==> src/rtl/io_cfg_seq_pkg.sv <==
`default_nettype none
// io_cfg_seq_pkg -- shared types and sizing helpers for the pad cfg sequencer (rev 1.0)
package io_cfg_seq_pkg;

  localparam int DEF_NUM_PADS      = 16;
  localparam int DEF_IOCELL_CFG_W  = 3;
  localparam int DEF_SETTLE_CYCLES = 4;

  typedef enum logic [1:0] {
    ST_IDLE  = 2'd0,
    ST_PARK  = 2'd1,
    ST_APPLY = 2'd2
  } seq_state_e;

  // Pad-ring cfg array at default sizing; pad i occupies element [i].
  typedef logic [DEF_NUM_PADS-1:0][DEF_IOCELL_CFG_W-1:0] pad_cfg_array_t;

  function automatic int idx_width(input int num_pads);
    return (num_pads > 1) ? $clog2(num_pads) : 1;
  endfunction

endpackage
`default_nettype wire

==> src/rtl/io_cfg_settle_timer.sv <==
`default_nettype none
// io_cfg_settle_timer -- load/decrement down-counter with zero flag for the park interval (rev 1.0)
module io_cfg_settle_timer #(
  parameter int SETTLE_CYCLES = 4,
  localparam int CNT_W = $clog2(SETTLE_CYCLES + 1)
) (
  input  logic clk,
  input  logic rst,
  input  logic load,
  input  logic dec,
  output logic zero
);

  logic [CNT_W-1:0] count;

  always_ff @(posedge clk) begin
    if (rst) begin
      count <= '0;
    end else if (load) begin
      count <= CNT_W'(SETTLE_CYCLES - 1);
    end else if (dec && (count != '0)) begin
      count <= count - 1'b1;
    end
  end

  assign zero = (count == '0);

endmodule
`default_nettype wire

==> src/rtl/io_cfg_sequencer.sv <==
`default_nettype none
// io_cfg_sequencer -- owns every pad's io_cell_cfg and applies changes glitch-safely,
// parking the pad in SAFE_CFG for SETTLE_CYCLES before a conflicting cfg is driven (rev 1.0)
module io_cfg_sequencer
  import io_cfg_seq_pkg::*;
#(
  parameter int NUM_PADS      = DEF_NUM_PADS,
  parameter int IOCELL_CFG_W  = DEF_IOCELL_CFG_W,
  parameter int SETTLE_CYCLES = DEF_SETTLE_CYCLES,
  parameter logic [IOCELL_CFG_W-1:0] SAFE_CFG = IOCELL_CFG_W'(1),
  localparam int IDX_W = idx_width(NUM_PADS)
) (
  input  logic                             clk_in,
  input  logic                             reset_in,
  input  logic                             req_valid,
  output logic                             req_ready,
  input  logic [IDX_W-1:0]                 req_pad_idx,
  input  logic [IOCELL_CFG_W-1:0]          req_cfg,
  output logic                             done_pulse,
  output logic                             err_pulse,
  output logic                             busy,
  input  logic [IDX_W-1:0]                 rd_pad_idx,
  output logic [IOCELL_CFG_W-1:0]          rd_cfg,
  output logic [NUM_PADS*IOCELL_CFG_W-1:0] io_cell_cfg
);

  typedef logic [NUM_PADS-1:0][IOCELL_CFG_W-1:0] cfg_array_t;

  seq_state_e               state, next_state;
  cfg_array_t               cfg_q;
  logic [IDX_W-1:0]         cap_idx;
  logic [IOCELL_CFG_W-1:0]  cap_cfg;
  logic                     done_q, err_q;

  logic                     req_in_range, rd_in_range;
  logic [IOCELL_CFG_W-1:0]  req_cur_cfg;
  logic                     wr_en, cap_en, tmr_load, tmr_zero, done_d, err_d;
  logic [IDX_W-1:0]         wr_idx;
  logic [IOCELL_CFG_W-1:0]  wr_cfg;

  generate
    if ((1 << IDX_W) == NUM_PADS) begin : g_full_idx
      assign req_in_range = 1'b1;
      assign rd_in_range  = 1'b1;
    end else begin : g_part_idx
      assign req_in_range = (int'(req_pad_idx) < NUM_PADS);
      assign rd_in_range  = (int'(rd_pad_idx) < NUM_PADS);
    end
  endgenerate

  assign req_cur_cfg = req_in_range ? cfg_q[req_pad_idx] : SAFE_CFG;

  io_cfg_settle_timer #(
    .SETTLE_CYCLES(SETTLE_CYCLES)
  ) u_timer (
    .clk  (clk_in),
    .rst  (reset_in),
    .load (tmr_load),
    .dec  (state == ST_PARK),
    .zero (tmr_zero)
  );

  always_ff @(posedge clk_in) begin
    if (reset_in) begin
      state <= ST_IDLE;
    end else begin
      state <= next_state;
    end
  end

  // APPLY is the completion cycle with the new cfg already driven; it accepts
  // like IDLE so a held request lands exactly SETTLE_CYCLES+1 cycles later.
  always_comb begin
    next_state = state;
    wr_en      = 1'b0;
    wr_idx     = cap_idx;
    wr_cfg     = cap_cfg;
    cap_en     = 1'b0;
    tmr_load   = 1'b0;
    done_d     = 1'b0;
    err_d      = 1'b0;
    case (state)
      ST_IDLE, ST_APPLY: begin
        next_state = ST_IDLE;
        if (req_valid) begin
          if (!req_in_range) begin
            err_d  = 1'b1;
            done_d = 1'b1;
          end else if ((req_cfg == req_cur_cfg) || (req_cur_cfg == SAFE_CFG)) begin
            wr_en  = 1'b1;
            wr_idx = req_pad_idx;
            wr_cfg = req_cfg;
            done_d = 1'b1;
          end else begin
            wr_en      = 1'b1;
            wr_idx     = req_pad_idx;
            wr_cfg     = SAFE_CFG;
            cap_en     = 1'b1;
            tmr_load   = 1'b1;
            next_state = ST_PARK;
          end
        end
      end
      ST_PARK: begin
        if (tmr_zero) begin
          wr_en      = 1'b1;
          done_d     = 1'b1;
          next_state = ST_APPLY;
        end
      end
      default: next_state = ST_IDLE;
    endcase
  end

  always_ff @(posedge clk_in) begin
    if (reset_in) begin
      cfg_q   <= {NUM_PADS{SAFE_CFG}};
      cap_idx <= '0;
      cap_cfg <= SAFE_CFG;
      done_q  <= 1'b0;
      err_q   <= 1'b0;
    end else begin
      if (wr_en) begin
        cfg_q[wr_idx] <= wr_cfg;
      end
      if (cap_en) begin
        cap_idx <= req_pad_idx;
        cap_cfg <= req_cfg;
      end
      done_q <= done_d;
      err_q  <= err_d;
    end
  end

  assign req_ready   = (state != ST_PARK);
  assign busy        = ~req_ready;
  assign done_pulse  = done_q;
  assign err_pulse   = err_q;
  assign rd_cfg      = rd_in_range ? cfg_q[rd_pad_idx] : '0;
  assign io_cell_cfg = cfg_q;

endmodule
`default_nettype wire

==> config.mk <==
export PLATFORM = sky130hd
export DESIGN_NAME = io_cfg_sequencer
export DESIGN_NICKNAME = d
export VERILOG_FILES = /design/src/rtl/io_cfg_seq_pkg.sv /design/src/rtl/io_cfg_settle_timer.sv /design/src/rtl/io_cfg_sequencer.sv
export SDC_FILE = /design/constraint.sdc
export NUM_CORES = 1
export LEC_CHECK = 0
export ABC_AREA = 1
export ABC_CLOCK_PERIOD_IN_PS = 4000
export BUFFER_PORTS_ARGS = -buffer_cell sky130_fd_sc_hd__buf_2
export CAP_MARGIN = 5
export CORE_AREA = 5 5 112 88
export CTS_CLUSTER_DIAMETER = 80
export CTS_CLUSTER_SIZE = 40
export DETAILED_ROUTE_END_ITERATION = 8
export DIE_AREA = 0 0 117 93
export PLACE_DENSITY = 0.65
export SLEW_MARGIN = 15
export SYNTH_ARGS = -nofsm -noshare
export SYNTH_HDL_FRONTEND = slang
export SYNTH_SLANG_ARGS = --single-unit
==> constraint.sdc <==
create_clock -name clk_in -period 4 [get_ports clk_in]
set_clock_uncertainty 0.15 [all_clocks]
set_input_delay 0.4 -clock clk_in [delete_from_list [all_inputs] [get_ports clk_in]]
set_output_delay 0.4 -clock clk_in [all_outputs]
set_load 0.1 [all_outputs]
---- Word-level counts from Yosys, hierarchy flattened ----
Index checks and enable logic that the tools add are counted.
word-level totals
  flip-flop bits (word level) ............. 61
  input port bits ......................... 14
  output and inout port bits .............. 55
  logic and storage cells ................. 70
operators by class
  $add $sub $neg .......................... 1
  order comparisons ....................... 4
  eq/ne operators ......................... 6
  mux-type cells .......................... 27
  bitwise operators ....................... 1
  reductions and logical operators ........ 9
operators with widths
  cell                   number
  $bwmux W48             1
  $bmux W3 S4            2
  $mux W3                6
  $lt A4 B5 Y1 const B   3
  $demux W3 S4           1
  $mux W1                9
  $mux W4                2
  $mux W2                3
  $ge A4 B1 Y1 const B   1
  $pmux W1 S2            2
  $pmux W2 S2            1
  $reduce_or A2 Y1       2
  $eq A3 B1 Y1 const B   1
  $eq A3 B3 Y1           1
  $logic_not A3 Y1       1
  $reduce_bool A3 Y1     1
  $sub A3 B1 Y3 const B  1
  $eq A2 B1 Y1 const B   1
  $eq A2 B2 Y1 const B   1
  $logic_and A1 B1 Y1    2
  $logic_not A2 Y1       1
  $ne A2 B1 Y1 const B   1
  $ne A2 B2 Y1 const B   1
  $reduce_bool A2 Y1     1
  other kinds (2)        2

---- Logic depth before layout (Yosys ltp) ----
  word-level depth ........................ 8
  gate-level depth with buffers ........... 16
  gate-level depth less buffers ........... 14

---- By module ----
Synthesis repeated with hierarchy kept, for this count alone.
unflattened totals
  cell total of the unflattened synthesis .. 636
  area total of the unflattened synthesis .. 3778.6 um^2
by module, submodules not included
  module               instances  cells an instance  area an instance (um^2)  sequential area each (um^2)
  io_cfg_sequencer     1          612                3611.0                   1161.1
  io_cfg_settle_timer  1          24                 167.7                    60.1

---- Least setup slack after synthesis ----
No wires, ideal clock.
  path kind ............................... register -> output
  start point ............................. register cfg_q (netlist bit io_cell_cfg[19])
  end point ............................... output rd_cfg[1]
  arrival time ............................ 3.618 ns
  path slack .............................. -0.168 ns
  cell stages (with the launch flop) ...... 7
  path buffers ............................ 0
  path through ............................ dfxtp_1 > inv_1 > nor2_1 > a21oi_1 > o21ai_0 > o22ai_1 > o21ai_0
on the way
  word-level cells in the longest chain between the ends .. 2
ends and longest elaborated chain
  what                             RTL line                 RTL
  start, declared                  io_cfg_sequencer.sv:30   cfg_array_t cfg_q;
  start signal, assigned           io_cfg_sequencer.sv:117  cfg_q <= {NUM_PADS{SAFE_CFG}};
  start signal, assigned by index  io_cfg_sequencer.sv:124  cfg_q[wr_idx] <= wr_cfg;
  $bmux W3 S4                      io_cfg_sequencer.sv:139  assign rd_cfg = rd_in_range ? cfg_q[rd_pad_idx] : '0;
  $mux W3 (not written as such)    io_cfg_sequencer.sv:139
  end, declared                    io_cfg_sequencer.sv:23   output logic [IOCELL_CFG_W-1:0] rd_cfg,
Every way passes these cells. The select of a mux whose other input is x is not followed.

---- Worst setup path in the final report ----
  start point ............................. input rd_pad_idx[0]
  end point ............................... output rd_cfg[0]
on the way
  word-level cells in the longest chain between the ends .. 2
ends and longest elaborated chain
  what                           RTL line                 RTL
  start, declared                io_cfg_sequencer.sv:22   input logic [IDX_W-1:0] rd_pad_idx,
  $bmux W3 S4                    io_cfg_sequencer.sv:139
  $mux W3 (not written as such)  io_cfg_sequencer.sv:139
Every way passes these cells. The select of a mux whose other input is x is not followed.

==> flow_results.org <==
** Placed design
- Half-perimeter wire length of the detailed placement result :: approximately 8500 µm
- Once placement finished, the instance area stood at about 0.0041 mm².
- Global placer's final weighted congestion :: 0.952
- Port buffering added 67 buffers.
- Prior to clock tree synthesis, the placed netlist has a worst setup slack of 1.22 ns.

** Floorplan
- Standard cell core area :: ~0.0087 mm²
- The initial utilization of the core area, before any placement, comes to 0.431.
- Cell row count :: 30
- The floorplan step set the die width to 117 µm.
- The floorplan step set the die height to a little over 90 µm.
- I/O pin cnt :: 69
- Die area :: about 0.011 mm²

** Critical path
- Category of the worst setup path launch point :: primary input
- Data on the critical path is required at its endpoint by roughly 3.5 ns.
- In this design, the largest share of critical-path delay is due to buffers and inverters.
- Crit Path Category :: primary input to primary output
- The number of buffers and inverters on the critical path is 2.
- The worst setup path is captured at a primary output.
- Worst path cell trace :: buf_2 -> a21oi_1 -> o21ai_0 -> o221ai_1 -> o21ai_1 -> buf_2
- Arrival time of the worst setup path :: roughly 2.1 ns
- For this run, the slowest stage of the critical path takes between 0.5 and 0.6 ns.
- Maximum fanout along the worst path :: 48
- The slowest stage of the critical path is the buf_2 cell.
- Among the stages of the critical path, the cell type that occurs most often is buf_2.

** Timing
- Setup violations remaining at the end of the flow were counted as 0.
- Number of endpoints with negative hold slack in the final report :: 0
- Setup repair after global routing missed its margin :: no
- Dividing the final minimum period by the clock period gives 0.671.
- For the pin with the worst max-slew slack, the measured transition is around 1.1 ns.
- Time the worst path needs with I/O delays and setup :: ~2.7 ns
- The count of final max-slew check failures came to 0.
- Max Fclk :: 373 MHz
- Setup TNS :: 0 ns
- Once routing completed, OpenROAD measured the worst setup slack at between 1 and 1.5 ns.
- Max-slew headroom at the worst pin :: 0.280

** Final layout
- 0 antenna diodes ended up in the layout.
- Layout cell share with drive strength beyond 1 :: 0.139
- Compared with the post-synthesis result, the final layout area differs by 16.1%.
- At the end of the flow, the number of nets in the layout was between 600 and 700.
- Leaving out fill and tap cells, the most frequent cell in the layout is nand2_1.
- The finished cells cover around 0.0044 mm².
- Top library cells by usage in the layout, fill and taps aside :: 135 x nand2_1, 123 x inv_1, 89 x nand3_1

** Clock network
- The number of hold buffers added after CTS was 0.
- CTS HTree Levels :: 3
- Skew-Pair Late Insertion Delay :: around 0.34 ns
- Once the clock tree was built, the setup fixing pass inserted 0 buffers.
- Post-CTS repair changed the size of 0 cells.
- No sink is reached through more buffers than the 2 on the longest clock path.
- TritonCTS built the clock tree.
- CTS root buffer :: clkbuf_16
- The tree built by TritonCTS fans out to 61 sinks.
- Clock-pin slew was measured on the worst setup and hold paths at roughly 0.05 ns.
- TritonCTS buffer count :: 9

** Drt
- In this run, the number of DRC markers left after iteration 0 of detailed routing was around 460.
- Vias per std cell :: 5.27
- Number of vias in the routed layout :: approximately 4200
- The routed design has 12000 µm of wire.
- Dividing the detail-routed wire length by the instance count gives ~15 µm.
- In the routed design, unresolved DRC markers number 0.
- In this run the remaining antenna-violating nets after routing total 0.
- The first detailed-routing pass took 5 iterations.

** GRT
- Global route overflow :: 0
- Global router's overall resource usage :: 0.225
- Pin count of the biggest net entering global routing :: 62
- The via count of the first global-routing pass was between 3000 and 4000.
- The number of antenna violations at the first check in global routing came to 0.
- First-pass GRT wire length :: between 15000 and 20000 µm

** Synth
- Yosys warnings :: 0
- Gate count of the mapped netlist :: 627
- Yosys mapped a number of flops with a built-in enable equal to 0.
- Primary flip-flop cell chosen by synthesis mapping :: dfxtp_1
- Biggest area consumer among synthesized cells :: dfxtp_1
- Post-synth cell types :: 28
- The share of the Yosys chip area taken by registers is 0.325.
- Area fraction of the dominant cell type after synthesis :: 0.325
- Ranked by total cell area, the synthesized netlist is headed by dfxtp_1 33%, nand2_1 14%, inv_1 12%.
- Synthesized area per cell :: between 5 and 6 µm²
- Synth Net Count :: 643
- Post-Syn Area :: about 0.0038 mm²
- Share of flip-flops with an asynchronous set or reset after synthesis :: 0
- After synthesis the netlist holds a flip-flop and latch count of 61.

** Power and ir drop
- Leakage power total :: 2.18 nW
- Internal power comes to 1.21 mW.
- Clock power share :: 0.363
- For this design the ratio of total power to cell area is 455 mW/mm².
- In this run the power spent charging and discharging nets is slightly below 0.8 mW.
- VDD sags by at most between 0.3 and 0.4 mV.
- Total power for the finished layout comes to just under 2 mW.
- Of the total power, the share spent switching nets is 0.388.
- Power share of the sequential group :: 0.339
- Combinational power share :: 0.297

** Flow run
- Max-cap violations in this run came to 0.

** Run status
- The flow ran to the end, and the final reports show no timing, DRC or antenna violations.

** Min path
- In this run the worst hold path is classified as primary input to flip-flop.
cells in the mapped netlist (all sizes together), types with 3 or more instances:
cell type	count
nand2	136
o221ai	4
nor2	41
o21ai	33
o211ai	3
a21oi	81
buf	15
nor3	3
nand3	93
dfxtp	61
inv	129
clkbuf	18
through the flow:
step	util	cells	hold slack [ns]
CTS	0.500	790	0.174
finish	0.500	790	0.179
detailed placement	0.469	774	0.305
global route	0.500	790	0.212
global placement	0.469	774	0.302
floorplan	-	627	0.287
cell families after synthesis:
logic type	synth area share
other cells	0.000999
compound gates	0.174
buf+inv	0.169
xor+xnor	0.00233
fa+ha+maj	0.00667
flops	0.325
simple gates	0.321
power groups by stage:
stage,clock network [mW],logic [mW],registers [mW]
floorplan,0,0.296,0.866
global placement,0,0.580,0.684
detailed placement,0,0.585,0.685
CTS,0.730,0.588,0.672
global route,0.769,0.636,0.677
finish,0.721,0.590,0.673
worst min-delay path: stages:
cell and delay (ns):
buf_2 0.11, nand2_1 0.05, nand3b_1 0.07
final timing paths:
check / start / end / slack (ns) / depth (start not counted)
hold / removal: req_cfg[0] / cap_cfg[0] / 0.18 / 3
setup / recovery: rd_pad_idx[0] / rd_cfg[0] / 1.32 / 6
hold reg to reg: cap_cfg[2] / cap_cfg[2] / 0.31 / 2
setup reg to reg: u_timer.count[0] / io_cell_cfg[8] / 1.58 / 12
layer usage:
metal / GRT usage / vias up / part of all wire
met5: 0 / - / 0
met2: 0.340 / 175 / 0.43
met1: 0.311 / 1912 / 0.46
met4: 0.0812 / 0 / 0.022
li1: - / 2057 / -
met3: 0.0563 / 22 / 0.085
sequential cells by signal, summed over array words and instances, names as in the netlist:
| signal | cells |
|---|---|
| io_cell_cfg | 48 |
| cap_idx | 4 |
| cap_cfg | 3 |
| u_timer.count | 3 |
| state | 2 |
| done_pulse | 1 |
cell type report:
type	instances	area (µm²)
clock buffer	15	268
tap	112	140
multi-input combinational	404	1900
sequential	61	1220
clock inverter	1	5.00
inverter	129	484
timing repair buffer	68	343
fill	936	4350
Note: power is estimated with default switching activity, not from simulation.
